`config.mk`:
```
export PLATFORM = sky130hd
export DESIGN_NAME = busca_instrucao
export DESIGN_NICKNAME = d
export VERILOG_FILES = /design/src/rtl/busca_instrucao.sv
export SDC_FILE = /design/constraint.sdc
export NUM_CORES = 1
export LEC_CHECK = 0
export CORE_MARGIN = 4
export CORE_UTILIZATION = 30
export DETAILED_ROUTE_END_ITERATION = 10
export GPL_ROUTABILITY_DRIVEN = 0
export PLACE_DENSITY = 0.58
export REMOVE_ABC_BUFFERS = 1
export SLEW_MARGIN = 30
export SYNTH_ARGS = -nofsm -noshare
export SYNTH_HDL_FRONTEND = slang
export SYNTH_SLANG_ARGS = --single-unit
```
`constraint.sdc`:
```
create_clock -name clk -period 4.2 [get_ports clk]
set_input_delay 0.84 -clock clk [delete_from_list [all_inputs] [get_ports clk]]
set_output_delay 0.84 -clock clk [all_outputs]
set_load 0.01 [all_outputs]
```
`src/rtl/busca_instrucao.sv`:
```
// Instruction fetch unit: owns the PC, addresses the ROM and presents fetched words over valid/ready.
// Define CONTADOR_BUSCA_EN to add the saturating handshake counter output total_buscas.
`timescale 1ns/1ps
module busca_instrucao #(
    parameter int unsigned TAM_MEM     = 32,
    parameter int unsigned LARG        = 8,
    parameter int unsigned END_INICIAL = 0
) (
    input  logic            clk,
    input  logic            reset,
    input  logic            iniciar,
    input  logic            parar,
    input  logic            desvio_en,
    input  logic [LARG-1:0] desvio_endereco,
    output logic [LARG-1:0] ler_endereco,
    input  logic [LARG-1:0] instrucao_in,
    output logic [LARG-1:0] instrucao_out,
    output logic [LARG-1:0] pc_out,
    output logic            valido,
    input  logic            pronto,
    output logic            ocupado
`ifdef CONTADOR_BUSCA_EN
    ,
    output logic [15:0]     total_buscas
`endif
);

    typedef enum logic [1:0] {
        OCIOSO = 2'd0,
        BUSCA  = 2'd1,
        PARADO = 2'd2
    } estado_t;

    localparam logic [LARG-1:0] ULTIMO   = LARG'(TAM_MEM - 1);
    localparam logic [LARG-1:0] PC_RESET = LARG'(END_INICIAL);

    estado_t         estado, estado_prox;
    logic [LARG-1:0] pc, pc_prox;
    logic [LARG-1:0] instrucao_prox, pc_out_prox;
    logic            valido_prox;
    logic            carrega;
    logic [LARG-1:0] alvo;
    logic [LARG-1:0] pc_seguinte;

    assign ler_endereco = pc;

    // Out-of-range branch targets fall back to address 0
    assign alvo        = (32'(desvio_endereco) < TAM_MEM) ? desvio_endereco : '0;
    assign pc_seguinte = (pc == ULTIMO) ? '0 : pc + LARG'(1);

    always_comb begin
        estado_prox    = estado;
        pc_prox        = pc;
        instrucao_prox = instrucao_out;
        pc_out_prox    = pc_out;
        valido_prox    = valido;
        carrega        = !valido || pronto;

        if (desvio_en) begin
            // Branch flushes the output stage; state is kept
            pc_prox     = alvo;
            valido_prox = 1'b0;
        end else begin
            case (estado)
                OCIOSO: begin
                    if (iniciar) estado_prox = BUSCA;
                end
                BUSCA: begin
                    if (parar) begin
                        estado_prox = PARADO;
                        if (pronto) valido_prox = 1'b0;
                    end else if (carrega) begin
                        instrucao_prox = instrucao_in;
                        pc_out_prox    = pc;
                        valido_prox    = 1'b1;
                        pc_prox        = pc_seguinte;
                    end
                end
                PARADO: begin
                    // Drain any pending word, then wait for a resume
                    if (pronto) valido_prox = 1'b0;
                    if (iniciar && !parar) estado_prox = BUSCA;
                end
                default: estado_prox = OCIOSO;
            endcase
        end
    end

    always_ff @(posedge clk or negedge reset) begin
        if (!reset) begin
            estado        <= OCIOSO;
            pc            <= PC_RESET;
            instrucao_out <= '0;
            pc_out        <= '0;
            valido        <= 1'b0;
            ocupado       <= 1'b0;
        end else begin
            estado        <= estado_prox;
            pc            <= pc_prox;
            instrucao_out <= instrucao_prox;
            pc_out        <= pc_out_prox;
            valido        <= valido_prox;
            ocupado       <= (estado_prox != OCIOSO);
        end
    end

`ifdef CONTADOR_BUSCA_EN
    // Completed handshakes, saturating; a branch does not clear it
    always_ff @(posedge clk or negedge reset) begin
        if (!reset) begin
            total_buscas <= '0;
        end else if (valido && pronto && (total_buscas != 16'hFFFF)) begin
            total_buscas <= total_buscas + 16'd1;
        end
    end
`endif

endmodule
```
* Word level (Yosys, flattened, before mapping)
Index checks and enable logic that the tools add are counted. W data, S select, Z words.
Storage, ports and cells: bits in registers 28, input bits 22, output and inout port bits 26, word-level logic and storage cells 43
Operators by class: $add $sub $neg 1, magnitude comparators 1, equality and inequality tests 5, muxes and demuxes 16, bitwise logic cells 2, reduce and logical (&&, ||, !) cells 12
Operators with widths (number):
- $mux W8 | 6
- $add A8 B1 Y8 const B | 1
- $eq A8 B5 Y1 const B | 1
- $lt A8 B6 Y1 const B | 1
- $mux W2 | 4
- $pmux W2 S3 | 1
- $reduce_bool A2 Y1 | 3
- $mux W1 | 4
- $ne A4 B4 Y1 const B | 1
- $reduce_and A4 Y1 | 1
- $reduce_and A3 Y1 | 1
- $reduce_bool A3 Y1 | 1
- $eq A2 B1 Y1 const B | 1
- $eq A2 B2 Y1 const B | 1
- $logic_not A1 Y1 | 2
- $logic_not A2 Y1 | 1
- $ne A2 B1 Y1 const B | 1
- $not A1 Y1 | 2
- $pmux W1 S2 | 1
- $reduce_and A2 Y1 | 1
- $logic_and A1 B1 Y1 | 1
- $logic_or A1 B1 Y1 | 1

* Longest topological paths before layout
depth in word-level cells 6, mapped depth 5, gate-level depth less buffers 5

* Worst setup path before layout
Ideal clock, no wire load.
kind input port to flip-flop, start point input parar, end point register instrucao_out[4], setup time 0.125 ns, arrival time 1.876 ns, data required time 4.075 ns, setup slack 2.199 ns, cell stages on the path 5, path through nor3b_4 > nand2_1 > nor2_4 > buf_6 > mux2_2
Between the ends: word-level cells in the longest chain between the ends 2
Ends and longest elaborated chain:
- start, declared | line 12 | input logic parar,
- $not A1 Y1 (no source line)
- $reduce_and A4 Y1 (no source line)
- end signal, assigned | line 100 | instrucao_out <= instrucao_prox;
- end, declared | line 17 | output logic [LARG-1:0] instrucao_out,
No other way between the ends. A chain may end at the register's enable or synchronous reset.

* Worst setup path after layout
start point input parar, end point register pc_out[2]
Between the ends: word-level cells in the longest chain between the ends 2
Ends and longest elaborated chain:
- $not A1 Y1 (no source line)
- $reduce_and A4 Y1 (no source line)
- end signal, assigned | line 101 | pc_out <= pc_out_prox;
- end, declared | line 18 | output logic [LARG-1:0] pc_out,
No other way between the ends.

==> summary.md <==
| Metric | Value |
|---|---|
| Outcome | finished clean |
| Clock net sink count | 28 |
| Register clock-pin slew on the reported worst setup and hold paths | 0.10 ns |
| Grt total ovfl | 0 |
| CTS resizes | 0 |
| Synth top area share | 0.529 |
| Hold WC Path Type | register to register |
| Skew final | between 0.002 and 0.0025 ns |
| Final cell count without fillers | 208 |
| Vias/cell | 5.07 |
| DR iter-0 viols | 38 |
| Die W | 74.5 um |
| Via Count | about 1.1k |
| Nets | 182 |
| First-pass GRT wire length | 5400 um |
| Max-slew violations | 0 |
| Worst slew margin | 0.584 |
| CTS tree | yes |
| Starting Density | 0.320 |
| DP HPWL | 2410 um |
| Post-CTS setup buffers | 0 |
| Buffers on Ports | 47 |
| Total GRT Usage | 0.124 |
| R2R depth | 4 |
| Critical path class | input pin to register |
| Die ar. | 5540 um2 |
| Diode count | 0 |
| R2R Setup Slk | between 2 and 2.5 ns |
| Clock root cell | clkbuf_8 |
| Reg-to-reg startpoint | estado[1] |
| Post-synth ARST share | 1.00 |
| Core box area | a little over 4000 um2 |
| Measured slew at the worst slew-check pin | 0.622 ns |
| Endpoints failing hold | 0 |
| CTS Buffer Depth | 2 |
| CP max FO | 16 |
| Die Y-Extent | 74.5 um |
| PD cells | roughly 520 nW/um2 |
| Crit path DAT | between 2 and 3 ns |
| CTS buffer count | 3 |
| WL final | 3220 um |
| Most used DFF post-synth | dfrtp_1 |
| Min Tclk post-route | 2.47 ns |
| Largest net degree at the start of global routing | 29 |
| P_leak | 0.803 nW |
| H-tree lvl count | 1 |
| Synthesized cell area | 1330 um2 |
| DR DRC count | 0 |
| Yosys warns | 0 |
| Yosys cell types | 36 |
| Yosys reg bits | 28 |
| Placed Cells incl. Taps | approximately 200 |
| Post-synthesis sequential area ratio | 0.529 |
| DR pass1 iterations | 4 |
| Crit. Startpoint | parar |
| Routed Antenna Nets | 0 |
| Layout cells sized above 1 | 0.177 |
| Startpoint Class | input pin |
| TNS Setup | 0 ns |
| CTS Hold Bufs | 0 |
| Syn Area/Cell | 12.2 um2 |
| Number of synthesized flops with an enable pin | 0 |
| Vias in the first global route | 1093 |
| RSZ-0062 raised after global routing | no |
| Dpl cell area | approximately 1800 um2 |
| Endpoints failing setup | 0 |
| Synth area leaders | dfrtp_1 53%, mux2_2 14%, a21oi_1 2.3% |
| # IOs | 48 |
| Final instance area | 1900 um2 |
| WL/cell | between 15 and 20 um |
| Setup crit end kind | register |
| Critical Path End | pc_out[2] |
| WP data required | 4.36 ns |
| Synth Instances | around 110 |
| Area Overhead vs Synth | 43.2% |
| Initial antenna violation count | 0 |
| Final Total Pwr | 0.984 mW |
| Hold WS | just over 0.5 ns |
| Row count | 23 |
| Fmax | 405 MHz |
| Largest area contributor in the netlist | dfrtp_1 |
| Max VDD drop | 0.261 mV |
| Max Cap Violations | 0 |
| Fin crit share | 0.588 |
| Reg2reg end | pc_out[2] |
| Clk_lat worst skew | 0.27 ns |
## cell usage after synthesis, types with 2 or more instances
master     n
nand2_1    7
inv_1      2
nor2_1     8
o21ai_0    5
nand3_1    3
mux2_2    16
a21o_1     2
and3_1     2
a22oi_1    3
a21oi_1    6
nor3b_1    2
dfrtp_1   28
clkbuf_8   2
## critical path, cell delays in order
cell             delay [ns]
clkdlybuf4s50_1        0.50
nor3b_4                0.29
nand2_1                0.19
nor2_4                 0.41
mux2_2                 0.40
## registers in the layout, summed over array words and instances (netlist names)
signal and count:
estado 2, ler_endereco 8, pc_out 8, instrucao_out 8, ocupado 1, valido 1
## metal layers
layer	up-vias	routed length, um	GRT usage
met5	-	0	0
met4	0	40	0.0296
li1	497	-	-
met1	530	1350	0.157
met2	24	1670	0.213
met3	4	148	0.0311
## cell usage in the layout, fill, tap and decap left out, types with 2 or more instances in the layout
| master | synthesis | routed |
|---|---|---|
| a21o_1 | 2 | 2 |
| a21oi_1 | 6 | 6 |
| nand2_1 | 7 | 7 |
| clkbuf_8 | 2 | 3 |
| nor2_1 | 8 | 8 |
| a22oi_1 | 3 | 3 |
| mux2_2 | 16 | 16 |
| dfrtp_1 | 28 | 28 |
| and3_1 | 2 | 2 |
| nor3b_1 | 2 | 2 |
| o21ai_0 | 5 | 5 |
| inv_1 | 2 | 2 |
| clkdlybuf4s50_1 | 0 | 47 |
| nand3_1 | 3 | 3 |
## worst min path at each step
| stage | startpoint | to | slack (ns) | cells past startpoint |
|---|---|---|---|---|
| 6_report | pc_out[4] | pc_out[4] | 0.52 | 1 |
| 5_1_grt | pc_out[7] | pc_out[7] | 0.53 | 1 |
| 4_1_cts | pc_out[7] | pc_out[7] | 0.52 | 1 |
| 3_5_place_dp | pc_out[3] | pc_out[3] | 0.50 | 1 |
| 3_3_place_gp | instrucao_out[7] | instrucao_out[7] | 0.49 | 1 |
| 2_1_floorplan | reset | estado[0] | 0.54 | 0 |
## area by class of cell
class / count / area (um2)
tap: 50 / 62.6
multi-input combinational: 76 / 578
clock buffer: 3 / 41.3
sequential: 28 / 701
timing repair buffer: 48 / 478
inverter: 2 / 7.51
clock inverter: 1 / 30.0
fill: 385 / 2250
## logic make-up after synthesis
family	count (synthesis)	synth area share
and+or+nand+nor	34	0.161
DFF	28	0.529
AOI/OAI and AO/OA	23	0.115
muxes	17	0.144
buffers and inverters	5	0.0349
xor gates and xnor gates	1	0.00661
adders and majority gates	1	0.00944
## stage by stage
| stage | util | worst slack (ns) |
|---|---|---|
| 6_report | 0.458 | 1.73 |
| 5_1_grt | 0.458 | 1.61 |
| 4_1_cts | 0.458 | 1.73 |
| 3_5_place_dp | 0.441 | 1.42 |
| 3_3_place_gp | 0.441 | 1.47 |
| 2_1_floorplan | - | 2.20 |
## report_power, final
group	leakage (nW)	internal, mW	switching [mW]
Clock	0.0357	0.128	0.0856
Sequential	0.363	0.350	0.0649
Combinational	0.404	0.222	0.134
(Power assumes the default switching activity.)
